[config.mk]
export PLATFORM = sky130hd
export DESIGN_NAME = nonce_search
export DESIGN_NICKNAME = d
export VERILOG_FILES = /design/src/rtl/nonce_search.sv
export SDC_FILE = /design/constraint.sdc
export NUM_CORES = 2
export LEC_CHECK = 0
export BUFFER_PORTS_ARGS = -buffer_cell sky130_fd_sc_hd__clkbuf_2
export CORE_UTILIZATION = 25
export DETAILED_ROUTE_END_ITERATION = 8
export PLACE_DENSITY = 0.5
export SYNTH_ARGS = -nofsm -noshare
export SYNTH_HDL_FRONTEND = slang
export SYNTH_SLANG_ARGS = --single-unit
[constraint.sdc]
create_clock -name clk -period 4.3 [get_ports clk]
set_input_delay 0.43 -clock clk [delete_from_list [all_inputs] [get_ports clk]]
set_output_delay 0.43 -clock clk [all_outputs]
set_load 0.005 [all_outputs]
[src/rtl/nonce_search.sv]
// rtl/nonce_search.sv - issues candidate nonces to a fixed-latency hasher and reports the first digest meeting a leading-zero target
module nonce_search #(
    parameter int LATENCY = 65,
    parameter int CNT_W   = 32
) (
    input  logic             clk,
    input  logic             rst_n,
    input  logic             start,
    input  logic [255:0]     base_nonce,
    input  logic [CNT_W-1:0] max_count,
    input  logic [7:0]       difficulty,
    output logic [255:0]     hash_nonce,
    input  logic [255:0]     hash_digest,
    output logic             busy,
    output logic             found_valid,
    input  logic             found_ready,
    output logic [255:0]     found_nonce,
    output logic [255:0]     found_hash,
    output logic             done,
    output logic             exhausted
);

    typedef enum logic [1:0] {IDLE, RUN, HOLD, FIN} state_t;

    state_t             state, state_nx;
    logic [255:0]       base_q;
    logic [CNT_W-1:0]   max_q;
    logic [7:0]         diff_q;
    logic [CNT_W-1:0]   issue_cnt;
    logic [CNT_W-1:0]   result_cnt;
    logic               live;
    logic [LATENCY-1:0] vsr;
    logic               tail;
    logic               match;
    logic               issue_more;
    logic               last_result;

    // live marks that hash_nonce holds a real candidate this cycle; vsr delays that mark to the digest.
    assign tail        = vsr[LATENCY-1];
    assign match       = (hash_digest & ~({256{1'b1}} >> diff_q)) == '0;
    assign issue_more  = issue_cnt < max_q;
    assign last_result = (result_cnt + CNT_W'(1)) == max_q;

    always_comb begin
        state_nx = state;
        busy     = 1'b0;
        done     = 1'b0;
        case (state)
            IDLE: if (start) state_nx = (max_count == '0) ? FIN : RUN;
            RUN: begin
                busy = 1'b1;
                if (tail) begin
                    if (match)            state_nx = HOLD;
                    else if (last_result) state_nx = FIN;
                end
            end
            HOLD: begin
                busy = 1'b1;
                if (found_valid && found_ready) state_nx = FIN;
            end
            FIN: begin
                done     = 1'b1;
                state_nx = IDLE;
            end
            default: state_nx = IDLE;
        endcase
    end

    always_ff @(posedge clk or negedge rst_n) begin
        if (!rst_n) state <= IDLE;
        else        state <= state_nx;
    end

    always_ff @(posedge clk or negedge rst_n) begin
        if (!rst_n) begin
            base_q      <= '0;
            max_q       <= '0;
            diff_q      <= '0;
            issue_cnt   <= '0;
            result_cnt  <= '0;
            live        <= 1'b0;
            vsr         <= '0;
            hash_nonce  <= '0;
            found_valid <= 1'b0;
            found_nonce <= '0;
            found_hash  <= '0;
            exhausted   <= 1'b0;
        end else begin
            case (state)
                IDLE: if (start) begin
                    base_q     <= base_nonce;
                    max_q      <= max_count;
                    diff_q     <= difficulty;
                    result_cnt <= '0;
                    vsr        <= '0;
                    exhausted  <= (max_count == '0);
                    // The first candidate goes out on the start edge so it is on the bus in the first RUN cycle.
                    if (max_count != '0) begin
                        hash_nonce <= base_nonce;
                        issue_cnt  <= CNT_W'(1);
                        live       <= 1'b1;
                    end else begin
                        issue_cnt  <= '0;
                        live       <= 1'b0;
                    end
                end
                RUN: begin
                    vsr  <= LATENCY'({vsr, live});
                    live <= issue_more;
                    if (issue_more) begin
                        hash_nonce <= base_q + 256'(issue_cnt);
                        issue_cnt  <= issue_cnt + CNT_W'(1);
                    end
                    if (tail) begin
                        if (match) begin
                            found_nonce <= base_q + 256'(result_cnt);
                            found_hash  <= hash_digest;
                            found_valid <= 1'b1;
                        end else begin
                            result_cnt <= result_cnt + CNT_W'(1);
                            if (last_result) exhausted <= 1'b1;
                        end
                    end
                end
                HOLD: if (found_valid && found_ready) found_valid <= 1'b0;
                default: ;
            endcase
        end
    end

endmodule

== After elaboration in Yosys (flattened, before gate mapping) ==
Index checks and enable logic that the tools add are counted.
Word-level totals
  bits in registers: 1198
  logic and storage cells: 86
Operators by class
  add/subtract/negate cells: 4
  order comparisons: 1
  equal/unequal tests: 13
  shift-type cells: 1
  muxes and demuxes: 35
  bitwise logic cells: 2
  reduce and logical (&&, ||, !) cells: 17
Operator list (count)
  two-way mux 256 bit: 3
  adder 256 x 32 -> 256 bit: 2
  one-hot mux 256 bit (2 select lines): 1
  bitwise AND 256 bit: 1
  zero test 256 bit: 1
  inverter 256 bit: 1
  >> shifter 256 x 8 -> 256 bit (first input constant): 1
  two-way mux 32 bit: 5
  one-hot mux 65 bit (2 select lines): 1
  one-hot mux 32 bit (2 select lines): 2
  two-way mux 65 bit: 1
  adder 32 x 1 -> 32 bit (second input constant): 2
  == test 32 bit: 1
  zero test 32 bit: 1
  < comparator 32 bit: 1
  nonzero test 32 bit: 1
  inequality test 2 bit (second input constant): 8
  AND reduction 4 bit: 4
  two-way mux 1 bit: 12
  two-way mux 2 bit: 6
  one-hot mux 2 bit (4 select lines): 1
  one-hot mux 1 bit (2 select lines): 3
  AND reduction 3 bit: 2
  AND reduction 5 bit: 1
  8 further kinds: 11

== Logic depth before layout (Yosys ltp) ==
  depth in word-level cells: 7
  gate-level depth with buffers: 16
  gate-level depth less buffers: 12

== Worst setup path before layout ==
Ideal clock, no wire load.
  path type: reg-to-reg
  start point: register diff_q[4]
  end point: register found_nonce[182]
  data arrival time: 3759 ps
  data required time: 4175 ps
  setup slack: 416 ps
  cell stages (with the launch flop): 15
  buffers on the path: 5
  path through: dfrtp_1 -> buf_6 -> or4_1 -> clkbuf_2 -> or2_0 -> a311o_1 -> a211oi_2 -> nand4_1 -> o41ai_4 -> nand3_2 -> or3_1 -> buf_6 -> buf_6 -> buf_6 -> mux2_4
Between the ends
  word-level cells in the longest chain between the ends: 5
RTL lines
  start, declared: RTL line 28  | logic [7:0] diff_q;
  start signal, assigned: RTL line 93  | diff_q <= difficulty;
  >> shifter 256 x 8 -> 256 bit: RTL line 40  | assign match = (hash_digest & ~({256{1'b1}} >> diff_q)) == '0;
  inverter 256 bit: RTL line 40
  bitwise AND 256 bit: RTL line 40
  zero test 256 bit: RTL line 40
  AND reduction 3 bit (no source line)
  end signal, assigned: RTL line 116  | found_nonce <= base_q + 256'(result_cnt);
  end, declared: RTL line 17  | output logic [255:0] found_nonce,
No other way between the ends.
A chain may end at the register's enable or synchronous reset.

== Final worst setup path ==
  start point: input hash_digest[191]
  end point: register found_nonce[77]
Between the ends
  word-level cells in the longest chain between the ends: 3
RTL lines
  start, declared: RTL line 13  | input logic [255:0] hash_digest,
  bitwise AND 256 bit: RTL line 40
  zero test 256 bit: RTL line 40
  AND reduction 3 bit (no source line)
No other way between the ends.

==> results.py <==
metrics = {
    "run_status": {
        "status": "complete, but fails checks",
        "violations": "setup timing",
    },
    "place": {
        "pre_cts_slack_ns": -0.390,
        "placed_area_sq_um": 87000,
        "dpl.hpwl_mm": 375,
        "port_buffers": 1327,
        "gp_congestion": 1.01,
        "place_inst": 12400,
    },
    "power": {
        "switching_share": 0.453,
        "seqPwrFrac": 0.298,
        "power.total_mw": 59.9,
        "p_sw_mw": 27.1,
        "p_per_area_nw_per_um2": 613,
        "combPwrFrac": 0.465,
        "leakagePower_nw": 46.3,
        "clockPowerShare": 0.236,
        "p_int_mw": 32.8,
        "irDropWorstVdd_v": 0.000395,
    },
    "min_path": {
        "hold_class": "primary input to flip-flop",
        "hold_depth": 2,
        "worstHoldEndpoint": "base_q[46]",
        "hp-start": "base_nonce[46]",
    },
    "floorplanning": {
        "fp.dieH_um": 537,
        "coreArea_sq_um": 283000,
        "fp.dieW_um": 537,
        "dieArea_sq_um": 288000,
        "initial_utilization": 0.252,
        "rows": 195,
        "ios": 1328,
    },
    "timing": {
        "fmax_mhz": 228,
        "setup-violations-final": 345,
        "tns_ns": -12.77,
        "slew_headroom": 0.125,
        "slew_violations": 0,
        "hold_viol_final": 0,
        "tightest_slew_ns": 1.31,
        "finalCriticalPeriod_ns": 4.38,
        "rsz0062_at_grt": "yes",
        "fin_ws_ns": -0.0781,
        "skew_ns": 0.0600,
        "whs_ns": 0.0292,
        "post-route-period-util": 1.02,
    },
    "global_routing": {
        "grt_pass1_vias": 70000,
        "grt_overflow_total": 0,
        "grt_pass1_wl_mm": 622,
        "antenna_found_initial": 111,
        "gr-usage-all-layers": 0.313,
        "grt_max_degree": 174,
    },
    "detailed_routing": {
        "avgViaCountPerCell": 5.52,
        "vias": 72900,
        "firstDrtPassIters": 6,
        "postRouteAntennaNets": 0,
        "routed_wl_mm": 468,
        "post_drt_wl_per_cell_um": 35.4,
        "drc_errors": 0,
        "drt_iter0_markers": 7663,
    },
    "finish": {
        "syn2layout_area_growth_pct": 36.7,
        "drive_gt1_frac": 0.348,
        "postLayoutCoreUtil": 0.345,
        "finish.instance_area_sq_um": 97700,
        "final_nets": 9948,
        "layout.cells.non_filler": 13200,
    },
    "cts": {
        "cts_buffers": 157,
        "cts_sinks": 1198,
        "cts_setup_buffers": 0,
        "clk_pin_slew_worst_paths_ns": 0.05,
        "cts_tree": "yes",
        "cts-root-buf": "clkbuf_16",
        "clk_path_buf_depth": 4,
        "htree_num_levels": 4,
        "clk-insertion-delay-late_ns": 0.89,
    },
    "run": {
        "cap_violations": 0,
    },
    "worst_setup_path": {
        "cp.depth": 14,
        "critPathSlowestCell": "o41ai_1",
        "arrival_ns": 5.10,
        "slowest_delay_ns": 0.73,
        "cpMostUsedCell": "buf_12",
        "reg2regPathDepth": 14,
        "worst_r2r_endpoint": "found_nonce[77]",
        "cp_top_family": "simple AND/OR/NAND/NOR gates",
        "worstSetupEndpointType": "flip-flop",
        "rrSetupSlack_ns": -0.01,
        "path_class": "primary input to flip-flop",
        "critPathBufInv": 5,
        "start_kind": "primary input",
        "cp_max_fo": 29,
        "cp.required_ns": 5.02,
        "regToRegStartpoint": "diff_q[1]",
        "crit_chain": "dlygate4sd3_1 -> clkbuf_2 -> o41ai_1 -> buf_4 -> o2111ai_1 -> a2111oi_0 -> nand4_1 -> or4_1 -> nor4_4 -> nand3_2 -> or3_4 -> buf_12 -> buf_12 -> mux2_4",
    },
    "synthesis": {
        "synth_cell_types": 88,
        "synth-edff-count": 0,
        "yosysWarnings": 0,
        "synth.cell_area_sq_um": 71500,
        "ys_ff_latch": 1198,
        "avgSynthCellArea_sq_um": 10.0,
        "synth_top_cell_by_area": "dfrtp_1",
        "synth_nets": 7803,
        "synth_commonest_cells": "dfrtp_1, nand2_1, clkbuf_1",
        "syn_inst": 7143,
        "yosysMostFrequentCell": "dfrtp_1",
        "yosys.area.top_type_share": 0.419,
        "synthArstFlopShare": 1.00,
        "synthFlopType": "dfrtp_1",
        "seq_area_frac_synth": 0.419,
        "yosys-top-cells-area": "dfrtp_1, mux2_4, mux2_2, nand2_1, xnor2_1",
    },
}
## cells by family after synthesis
logic type | count (synthesis) | synth area share
XOR/XNOR | 450 | 0.0551
AO/OA/AOI/OAI | 1412 | 0.129
AND/OR/NAND/NOR | 2402 | 0.174
flip-flops | 1198 | 0.419
multiplexers | 872 | 0.161
buffers and inverters | 703 | 0.0431
adder cells (fa/ha/maj) | 106 | 0.0187
## state kept, by name (all words and copies together) (netlist names)
| register | flops |
|---|---|
| found_nonce | 256 |
| state | 2 |
| result_cnt | 32 |
| diff_q | 8 |
| found_hash | 256 |
| exhausted | 1 |
| issue_cnt | 32 |
| base_q | 256 |
| found_valid | 1 |
| vsr | 65 |
| hash_nonce | 256 |
| max_q | 32 |
| live | 1 |
## routing by layer
| metal | global-route usage | part of all wire | vias up | wire length (um) |
|---|---|---|---|---|
| met5 | 0 | 0.00039 | - | 184 |
| li1 | - | - | 30600 | - |
| met3 | 0.0745 | 0.088 | 894 | 41300 |
| met4 | 0.164 | 0.061 | 28 | 28500 |
| met1 | 0.415 | 0.42 | 37300 | 197000 |
| met2 | 0.470 | 0.43 | 4065 | 201000 |
## how the worst max path moves through the flow
stage / start / to / slack (ns)
2_1_floorplan: diff_q[4] / found_nonce[182] / 0.42
3_3_place_gp: hash_digest[82] / found_nonce[169] / -0.50
3_5_place_dp: hash_digest[82] / found_nonce[166] / -0.39
4_1_cts: diff_q[3] / found_nonce[169] / -0.03
5_1_grt: diff_q[3] / found_nonce[56] / -0.17
6_report: hash_digest[191] / found_nonce[77] / -0.08
## what timing repair did
item / 4_1_cts / 5_1_grt
cloned: 0 / 4
endpoints found under the hold margin: 786 / 1
hold buffers: 489 / 1
gates resized for setup: 19 / 28
pin swaps: 3 / 3
endpoints found under the setup margin: 497 / 509
## final cells by class
cell class	count	area, sq um
inverter	121	459
clock buffer	218	4550
multi-input combinational	5242	38800
tap	3743	4680
clock inverter	63	822
antenna	54	135
fill	29100	186000
timing repair buffer	2568	18300
sequential	1198	30000
## power groups by stage
stage	combinational (mW)	sequential, mW	clock, mW
after CTS	27.6	17.7	14.4
after global routing	29.4	18.1	14.8
after floorplan	14.1	16.0	0
after detailed placement	27.0	17.9	0
after global placement	26.9	17.8	0
final	27.9	17.9	14.2
## placed cells by master, fill, tap and decap left out, drive strengths merged, types with 241 or more instances in the layout
cell type    netlist  routed
xnor2            241     241
nand2            585     585
buf               96     749
a21oi            244     244
o21ai            399     399
mux2             801     801
dfrtp           1198    1198
nand3            317     317
clkbuf           486    1547
nor2             375     375
dlygate4sd3        0     490
Note: power is estimated with default switching activity, not from simulation.
